**config.mk**
```make
export PLATFORM = sky130hd
export DESIGN_NAME = down_counter_timer
export DESIGN_NICKNAME = d
export VERILOG_FILES = /design/src/rtl/down_counter_timer.sv
export SDC_FILE = /design/constraint.sdc
export NUM_CORES = 1
export LEC_CHECK = 0
export CAP_MARGIN = 5
export CORE_AREA = 4 4 41 43
export DETAILED_ROUTE_END_ITERATION = 12
export DIE_AREA = 0 0 45 47
export DONT_BUFFER_PORTS = 1
export GPL_TIMING_DRIVEN = 1
export PLACE_DENSITY = 0.68
export REMOVE_ABC_BUFFERS = 1
export SLEW_MARGIN = 25
export SYNTH_ARGS = -nofsm -noshare
export SYNTH_HDL_FRONTEND = slang
export SYNTH_SLANG_ARGS = --single-unit
```
**constraint.sdc**
```tcl
create_clock -name clk -period 2.5 [get_ports clk]
set_clock_uncertainty 0.15 [all_clocks]
set_input_delay 0.5 -clock clk [delete_from_list [all_inputs] [get_ports clk]]
set_output_delay 0.5 -clock clk [all_outputs]
set_load 0.05 [all_outputs]
```
**src/rtl/down_counter_timer.sv**
```systemverilog
// rtl/down_counter_timer.sv - loadable down-counter with IDLE/RUN/DONE control and terminal-count pulse
module down_counter_timer #(
    parameter int WIDTH = 4
) (
    input  logic             clk,
    input  logic             rst,
    input  logic             en,
    input  logic             load,
    input  logic [WIDTH-1:0] load_val,
    input  logic             start,
    input  logic             auto_reload,
    output logic [WIDTH-1:0] count,
    output logic             tc,
    output logic             busy,
    output logic             done
);

    typedef enum logic [1:0] {
        IDLE = 2'd0,
        RUN  = 2'd1,
        DONE = 2'd2
    } state_t;

    state_t           state, state_n;
    logic [WIDTH-1:0] reload, reload_n;
    logic [WIDTH-1:0] count_n;
    logic             tc_n, busy_n, done_n;

    always_ff @(posedge clk or posedge rst) begin
        if (rst) begin
            state  <= IDLE;
            count  <= '0;
            reload <= '0;
            tc     <= 1'b0;
            busy   <= 1'b0;
            done   <= 1'b0;
        end else begin
            state  <= state_n;
            count  <= count_n;
            reload <= reload_n;
            tc     <= tc_n;
            busy   <= busy_n;
            done   <= done_n;
        end
    end

    always_comb begin
        state_n  = state;
        count_n  = count;
        reload_n = reload;
        tc_n     = 1'b0;
        busy_n   = busy;
        done_n   = done;

        if (load) begin
            count_n  = load_val;
            reload_n = load_val;
            state_n  = IDLE;
            busy_n   = 1'b0;
            done_n   = 1'b0;
        end else if (en) begin
            // en low freezes everything except load, so start is gated too
            case (state)
                IDLE: begin
                    if (start) begin
                        state_n = RUN;
                        busy_n  = 1'b1;
                    end
                end
                DONE: begin
                    if (start) begin
                        count_n = reload;
                        state_n = RUN;
                        busy_n  = 1'b1;
                        done_n  = 1'b0;
                    end
                end
                RUN: begin
                    if (count != '0) begin
                        count_n = count - WIDTH'(1);
                    end else begin
                        tc_n = 1'b1;
                        if (auto_reload) begin
                            count_n = reload;
                        end else begin
                            state_n = DONE;
                            busy_n  = 1'b0;
                            done_n  = 1'b1;
                        end
                    end
                end
                default: begin
                    state_n = IDLE;
                    busy_n  = 1'b0;
                    done_n  = 1'b0;
                end
            endcase
        end
    end

endmodule

```
Word-level counts from Yosys, hierarchy flattened
Index checks and enable logic that the tools add are counted.
{"block": "word_totals", "output_inout_bits": 7, "register_bits": 13, "wordCells": 51, "in_bits": 10}
{"block": "classes", "eq_ne": 8, "add_sub_neg": 1, "muxes": 28, "reduce_logical": 8}
{"op": "$mux 4", "count": 5}
{"op": "$mux 1", "count": 14}
{"op": "$mux 2", "count": 5}
{"op": "$ne 3x3->1 const B", "count": 3}
{"op": "$pmux 4 s2", "count": 1}
{"op": "$reduce_and 4->1", "count": 2}
{"op": "$reduce_and 5->1", "count": 1}
{"op": "$ne 4x4->1 const B", "count": 1}
{"op": "$pmux 2 s2", "count": 1}
{"op": "$reduce_bool 4->1", "count": 1}
{"op": "$sub 4x1->4 const B", "count": 1}
{"op": "$ne 3x1->1 const B", "count": 1}
{"op": "$pmux 1 s3", "count": 1}
{"op": "$reduce_bool 3->1", "count": 1}
{"op": "$eq 2x1->1 const B", "count": 1}
{"op": "$eq 2x2->1 const B", "count": 1}
{"op": "$logic_not 2->1", "count": 1}
{"op": "$ne 2x2->1 const B", "count": 1}
{"op": "$pmux 1 s2", "count": 1}
{"op": "$reduce_bool 2->1", "count": 1}
{"op": "$reduce_or 2->1", "count": 1}

Depth between registers and ports, before layout
Gate-level depths: netlist of the first run.
{"block": "depth", "word_depth": 5, "mapped_depth": 6, "mapped_depth_nobuf": 6}

Worst setup path before layout of the first run
OpenSTA, ideal clock, no wires.
{"block": "synth_path", "path_kind": "reg2reg", "start": "register count[0]", "end": "register done", "slack_ns": 0.348, "n_path_buf": 0, "arrival_ns": 1.936, "stages_incl_launch_ff": 7, "t_required_ns": 2.284, "synth_period_minus_slack_ns": 2.152, "setup_ns": 0.066, "cell_sequence": "dfrtp_1 -> inv_1 -> ha_1 -> or3b_4 -> or3_4 -> nor3_2 -> o21a_1"}
{"block": "synth_between", "elab_chain_len": 3}
{"element": "start, declared", "line_no": "12", "text": "output logic [WIDTH-1:0] count,"}
{"element": "start signal, assigned", "line_no": "39", "text": "count <= count_n;"}
{"element": "$reduce_bool 4->1", "line_no": "79", "text": "if (count != '0) begin"}
{"element": "$ne 3x3->1 (no line)"}
{"element": "$reduce_and 5->1 (no line)"}
{"element": "end signal, assigned", "line_no": "43", "text": "done <= done_n;"}
{"element": "end, declared", "line_no": "15", "text": "output logic done"}
Every way passes these cells.
A chain may end at the register's enable or synchronous reset.

Worst setup path in the final report of the first run
Ends and elaborated chain as after synthesis.

==> results.py, run 1 <==
metrics = {
    "worst_hold_path": {
        "hp-start": "load",
        "hold_path_end": "state[0]",
        "holdPathStages": 1,
        "hold_class": "in2reg",
    },
    "yosys": {
        "yosysTopAreaCellShare_pct": 44.5,
        "syn_area_per_cell_um2": 9.61,
        "syn_inst": 76,
        "syn_area_um2": 731,
        "ys_types": 30,
        "synth_area_leaders": "dfrtp_1 (45%), inv_1 (5.1%), a21oi_1 (4.1%)",
        "synth_top_area_cell": "dfrtp_1",
        "ys_seq_elements": 13,
        "ys_seq_area_share_pct": 44.5,
        "ys_warn_count": 0,
    },
    "cts": {
        "cts.sinks": 13,
        "cts_buffer_depth": 2,
        "cts-root-buf": "clkbuf_4",
        "htreeDepth": 1,
        "cts-buffers-inserted": 3,
        "clk_latency_ns": 0.28,
        "cts_setup_buffers": 0,
        "clkTransAtPathRegs_ns": 0.08,
        "cts_tree": "yes",
    },
    "sta": {
        "worstMarginPinSlew_ns": 0.550,
        "period_share_pct": 78.9,
        "clock.fmax_mhz": 507,
        "tns_ns": 0,
        "setup_viol": 0,
        "rsz0062_at_grt": "false",
        "relSlewSlack_pct": 62.9,
        "period_minus_slack_ns": 1.97,
        "hold_viol": 0,
        "maxSlewViolCount": 0,
    },
    "run": {
        "maxCapViolCount": 0,
    },
    "routing": {
        "drtPass1Iterations": 4,
        "post_drt_via_cell_ratio": 5.92,
        "vias": 580,
        "drt_wl_total_mm": 1.52,
        "drt_first_iter_violations": 6,
        "drtAntennaViolNets": 0,
        "drt-wirelength-per-cell_um": 15.5,
        "drc": 0,
    },
    "setup_path": {
        "reg2reg_from": "count[0]",
        "crit_path_start_kind": "flip-flop",
        "reg2reg_slack_ns": 0.53,
        "worstPathArrival_ns": 2.05,
        "path_class": "reg2reg",
        "worstPathRequired_ns": 2.58,
        "regToRegEndpoint": "done",
        "reg2reg_depth": 6,
        "worstPathMaxFanout": 6,
        "worstSetupEndpointType": "flip-flop",
    },
    "die": {
        "coreArea_um2": 1300,
        "initial_core_util_pct": 56.2,
        "num_rows": 13,
        "die_x_um": 45,
        "ios": 17,
        "die_area_um2": 2120,
        "die_y_um": 47,
    },
    "power_and_ir_drop": {
        "pwr-share-comb_pct": 27.2,
        "p_sw_w": 0.000187,
        "p_clk_share_pct": 25.6,
        "p_leak_nw": 0.367,
        "p_int_w": 0.000344,
        "power_density_nw_per_um2": 657,
        "pwr-share-seq_pct": 47.2,
        "ir_worst_vdd_mv": 0.555,
        "total_power_w": 0.000531,
        "swShare_pct": 35.3,
    },
    "layout": {
        "layout_common_cells": "dfrtp_1 (13), inv_1 (10), nor2_1 (8)",
        "syn_to_final_growth_pct": 10.6,
        "drive_gt1_share_pct": 20.5,
        "final_nets": 95,
        "design_area_um2": 808,
        "final_common_cell": "dfrtp_1",
        "post-route-util_pct": 62.1,
        "antenna_cells": 0,
        "num-fill-cells": 113,
    },
    "placed_design": {
        "place_congestion": 0.768,
        "dpl_cell_area_um2": 772,
        "dp_hpwl_mm": 1.09,
        "io_buffers": 0,
    },
    "global_route": {
        "grt_pass1_wl_mm": 2.77,
        "grt_pass1_vias": 599,
        "grtUsageTotal_pct": 19.3,
        "gr-total-overflow": 0,
        "grt_max_degree": 18,
        "antenna_found_initial": 0,
    },
    "run_status": {
        "status": "finished clean",
    },
}
==> repair_timing <==
item,4_1_cts,5_1_grt
hold buffers,1,0
endpoints found under the hold margin,13,0
resized for setup,0,0
endpoints found under the setup margin,0,0
==> worst max-delay path: stages, from the launching register on <==
cell     delay [ns]
dfrtp_1        0.39
inv_1          0.06
ha_1           0.19
or3b_4         0.43
or3_4          0.39
nor3_2         0.19
o21a_1         0.13
==> per-stage QoR <==
step,hold WS [ns],setup WS [ns],std cells
finish,0.117,0.527,98
global route,0.0977,0.400,98
CTS,0.112,0.525,98
detailed placement,0.297,0.547,93
global placement,0.292,0.571,93
floorplan,0.227,0.348,74
==> worst max-delay path by stage <==
| stage | startpoint | slack, ns | to |
|---|---|---|---|
| 2_1_floorplan | count[0] | 0.35 | done |
| 3_3_place_gp | count[0] | 0.57 | done |
| 3_5_place_dp | count[0] | 0.55 | done |
| 4_1_cts | count[0] | 0.52 | done |
| 5_1_grt | count[0] | 0.40 | done |
| 6_report | count[0] | 0.53 | done |
==> logic make-up after synthesis <==
logic type / share of synthesized area, %
xor+xnor: 1.20
fa+ha+maj: 1.71
simple gates: 22.1
mux: 1.54
compound gates: 22.8
buf+inv: 6.17
flops: 44.5
==> power groups by stage <==
stage / logic [W] / clock network, W / registers, W
floorplan: 0.0000703 / 0 / 0.000291
global placement: 0.000142 / 0 / 0.000254
detailed placement: 0.000143 / 0 / 0.000254
CTS: 0.000145 / 0.000141 / 0.000250
global route: 0.000160 / 0.000157 / 0.000253
finish: 0.000145 / 0.000136 / 0.000251
==> layer usage <==
| layer | global-route usage, % | routed length (µm) |
|---|---|---|
| met5 | 0 | 0 |
| met3 | 6.51 | 99 |
| met4 | 17.5 | 59 |
| met2 | 27.7 | 648 |
| met1 | 22.6 | 714 |
==> flip-flops by register name, summed over array words and instances (netlist names) <==
register / count
state: 2
tc: 1
count: 4
busy: 1
reload: 4
done: 1
==> cells in the mapped netlist, drive strengths merged <==
cell type and count:
ha 1, nand4b 1, mux2 1, a21oi 6, o21ai 6, or2 1, nand2 4, or3 1
o311ai 1, nor2b 1, inv 10, or3b 1, and2 1, nor4b 2, a22o 1, a211o 2
nand3 1, dfrtp 13, a31oi 2, o31ai 2, o21a 1, a311oi 1, xnor2 1, nor3 2
nand2b 1, and4 1, clkbuf 2, nor2 8, a31o 1
==> layout make-up <==
class / count / area [µm²] / area share [%]
Inverter: 10 / 37.5 / 4.64
Clock buffer: 4 / 26.3 / 3.25
Sequential cell: 13 / 325 / 40.2
Tap cell: 15 / 18.8 / 2.32
Multi-Input combinational cell: 51 / 360 / 44.6
Timing Repair Buffer: 5 / 40.0 / 4.95
Power figures use the tool's default switching activity.
==> run 2, diff against run 1 <==
--- a/config.mk
+++ b/config.mk
@@ -5,13 +5,14 @@
 export SDC_FILE = /design/constraint.sdc
 export NUM_CORES = 1
 export LEC_CHECK = 0
+export ABC_AREA = 1
 export CAP_MARGIN = 5
-export CORE_AREA = 4 4 41 43
+export CORE_AREA = 4 4 46 44
 export DETAILED_ROUTE_END_ITERATION = 12
-export DIE_AREA = 0 0 45 47
+export DIE_AREA = 0 0 50 48
 export DONT_BUFFER_PORTS = 1
 export GPL_TIMING_DRIVEN = 1
-export PLACE_DENSITY = 0.68
+export PLACE_DENSITY = 0.66
 export REMOVE_ABC_BUFFERS = 1
 export SLEW_MARGIN = 25
 export SYNTH_ARGS = -nofsm -noshare
==> constraint.sdc (replaced) <==
create_clock -name clk -period 1.6 [get_ports clk]
set_clock_uncertainty 0.15 [all_clocks]
set_input_delay 0.32 -clock clk [delete_from_list [all_inputs] [get_ports clk]]
set_output_delay 0.32 -clock clk [all_outputs]
set_load 0.05 [all_outputs]
==> run 2 against run 1 <==
Die area is 13% higher. Sequential power is 140% higher. Utilization decreased by 5.8 points. Synthesized cell count up 37%. Combinational power increased to 6.4 times the previous value. Non-clock buffer count grew 1. Flip-flop and latch count unchanged. Fmax up 33%. Final cell count grew 40%. Highest routed layer unchanged. Setup slack got worse by 0.41 ns. First-iteration DRC count rose by 50%.
==> results.py, run 2 <==
metrics = {
    "sta": {
        "tns_ns": 0,
        "setup_viol": 0,
        "relSlewSlack_pct": 67.0,
        "clock.fmax_mhz": 675,
        "worstMarginPinSlew_ns": 0.494,
        "period_share_pct": 92.6,
        "hold_viol": 0,
        "maxSlewViolCount": 0,
        "setup_slack_ns": 0.118,
        "rsz0062_at_grt": "false",
        "period_minus_slack_ns": 1.48,
    },
    "die": {
        "ios": 17,
        "die_x_um": 50,
        "initial_core_util_pct": 49.5,
        "die_y_um": 48,
        "coreArea_um2": 1590,
        "num_rows": 14,
        "die_area_um2": 2400,
    },
    "placed_design": {
        "dp.cells": 131,
        "io_buffers": 0,
        "place_congestion": 0.821,
        "dp_hpwl_mm": 1.24,
        "place_ws_ns": 0.0627,
    },
    "layout": {
        "syn_to_final_growth_pct": 13.8,
        "final_nets": 125,
        "fin_cells": 137,
        "antenna_cells": 0,
        "num-fill-cells": 152,
        "top_regs": "count (4), reload (4), state (2)",
        "final_common_cell": "nand2_1",
        "drive_gt1_share_pct": 25.7,
        "layout_common_cells": "nand2_1 (38), dfrtp_1 (13), inv_1 (9), nand3_1 (9)",
    },
    "worst_hold_path": {
        "hold_class": "in2reg",
    },
    "cts": {
        "cts-root-buf": "clkbuf_4",
        "clkTransAtPathRegs_ns": 0.09,
        "cts_tree": "yes",
        "cts_setup_buffers": 0,
        "cts.sinks": 13,
        "cts-buffers-inserted": 3,
        "clk_latency_ns": 0.28,
        "cts_buffer_depth": 2,
        "htreeDepth": 1,
    },
    "yosys": {
        "ys.flop_type": "dfrtp_1",
        "synth_commonest_cells": "nand2_1 (38), dfrtp_1 (13), inv_1 (9), nand3_1 (9)",
        "yosysTopAreaCellShare_pct": 41.3,
        "async_reset_ff_share_pct": 100,
        "ys_warn_count": 0,
        "synth_top_area_cell": "dfrtp_1",
        "syn_area_um2": 788,
        "syn_inst": 104,
        "synth.most_common_cell": "nand2_1",
        "synth_edf_count": 0,
        "ys_types": 19,
        "syn_area_per_cell_um2": 7.58,
        "ys_seq_area_share_pct": 41.3,
        "ys_seq_elements": 13,
        "synth_area_leaders": "dfrtp_1 (41%), nand2_1 (18%), nand3_1 (5.7%)",
    },
    "power_and_ir_drop": {
        "p_leak_nw": 0.482,
        "total_power_w": 0.00173,
        "ir_worst_vdd_mv": 0.859,
        "power_density_nw_per_um2": 1930,
    },
    "routing": {
        "vias": 684,
        "drc": 0,
        "drtPass1Iterations": 4,
        "drt-wirelength-per-cell_um": 11.3,
        "drt_wl_total_mm": 1.55,
        "drt_first_iter_violations": 9,
        "drtAntennaViolNets": 0,
        "post_drt_via_cell_ratio": 4.99,
    },
    "global_route": {
        "grtUsageTotal_pct": 15.0,
        "grt_max_degree": 14,
        "grt_pass1_vias": 617,
        "gr-total-overflow": 0,
        "grt_pass1_wl_mm": 2.58,
        "antenna_found_initial": 0,
    },
    "setup_path": {
        "max_stage_delay_ns": 0.38,
        "worstSetupEndpointType": "flip-flop",
        "cp_top_family": "simple AND/OR/NAND/NOR gates",
        "crit_chain": "inv_1 > ha_4 > nand3_4 > nor2_1 > nand2_2 > nand2_2 > nor2_4 > nand2_1 > nand2_1",
        "cp_num_buf_inv": 1,
        "slowest_stage": "dfrtp_1",
        "worstPathArrival_ns": 1.51,
        "path_class": "reg2reg",
        "crit_path_start_kind": "flip-flop",
        "worstPathMaxFanout": 7,
        "worstPathRequired_ns": 1.62,
    },
    "run": {
        "maxCapViolCount": 0,
    },
    "run_status": {
        "status": "finished clean",
    },
}
[run 2: kinds of logic (layout without fill, tap and decap cells)]
family | after synthesis | in the layout | synth area share, %
flip-flops | 13 | 13 | 41.3
AO/OA/AOI/OAI | 9 | 9 | 6.67
adder cells (fa/ha/maj) | 1 | 1 | 1.59
AND/OR/NAND/NOR | 66 | 66 | 42.1
buffers and inverters | 15 | 24 | 8.41
[run 2: power by group]
part           internal (W)  leakage, nW  total, W  switching, W
Clock             0.0000929       0.0177  0.000206      0.000113
Sequential         0.000430        0.164  0.000592      0.000162
Combinational      0.000306        0.300  0.000933      0.000628
Total              0.000828        0.482   0.00173      0.000902
[run 2: final timing paths]
path | from | to | slack [ns] | depth (start not counted)
setup reg to reg | count[0] | count[1] | 0.12 | 9
hold reg to reg | reload[3] | reload[3] | 0.32 | 2
setup / recovery | count[0] | count[1] | 0.12 | 9
hold / removal | load | reload[3] | 0.02 | 2
max in group asynchronous | rst | count[0] | 0.62 | 2
min in group asynchronous | rst | reload[0] | 0.34 | 2
[run 2: timing repair]
| item | 4_1_cts | 5_1_grt |
|---|---|---|
| hold buffers | 2 | 0 |
| hold endpoints to repair | 16 | 0 |
| endpoints found under the setup margin | 0 | 8 |
| gates resized for setup | 0 | 2 |
[run 2: per-stage QoR]
stage	util, %	hold slack [ns]	area [µm²]
2_1_floorplan	-	0.0470	777
3_3_place_gp	52.5	0.115	837
3_5_place_dp	52.5	0.118	837
4_1_cts	55.5	0.0192	885
5_1_grt	56.3	0.0322	897
6_report	56.3	0.0221	897
[run 2: routing by layer]
metal  up-vias  part of all wire [%]  GRT usage, %
met4         0                   2.6          9.94
met3         5                   6.5          4.36
met1       308                    49          19.0
met5         -                     0             0
li1        349                     -             -
met2        22                    42          22.7
[run 2: cell type report]
cell class	instances	area [µm²]	area share, %
Clock buffer	3	22.5	2.51
Clock inverter	1	5.00	0.558
Inverter	14	55.1	6.14
Multi-Input combinational cell	76	409	45.6
Sequential cell	13	325	36.3
Tap cell	24	30.0	3.35
Timing Repair Buffer	6	50.0	5.58
[run 2: worst reg2reg max path, stage by stage, from the launching register on]
cell     delay (ns)
dfrtp_1        0.38
inv_1          0.13
ha_4           0.18
nand3_4        0.12
nor2_1         0.13
nand2_2        0.08
nand2_2        0.08
nor2_4         0.04
nand2_1        0.06
nand2_1        0.05
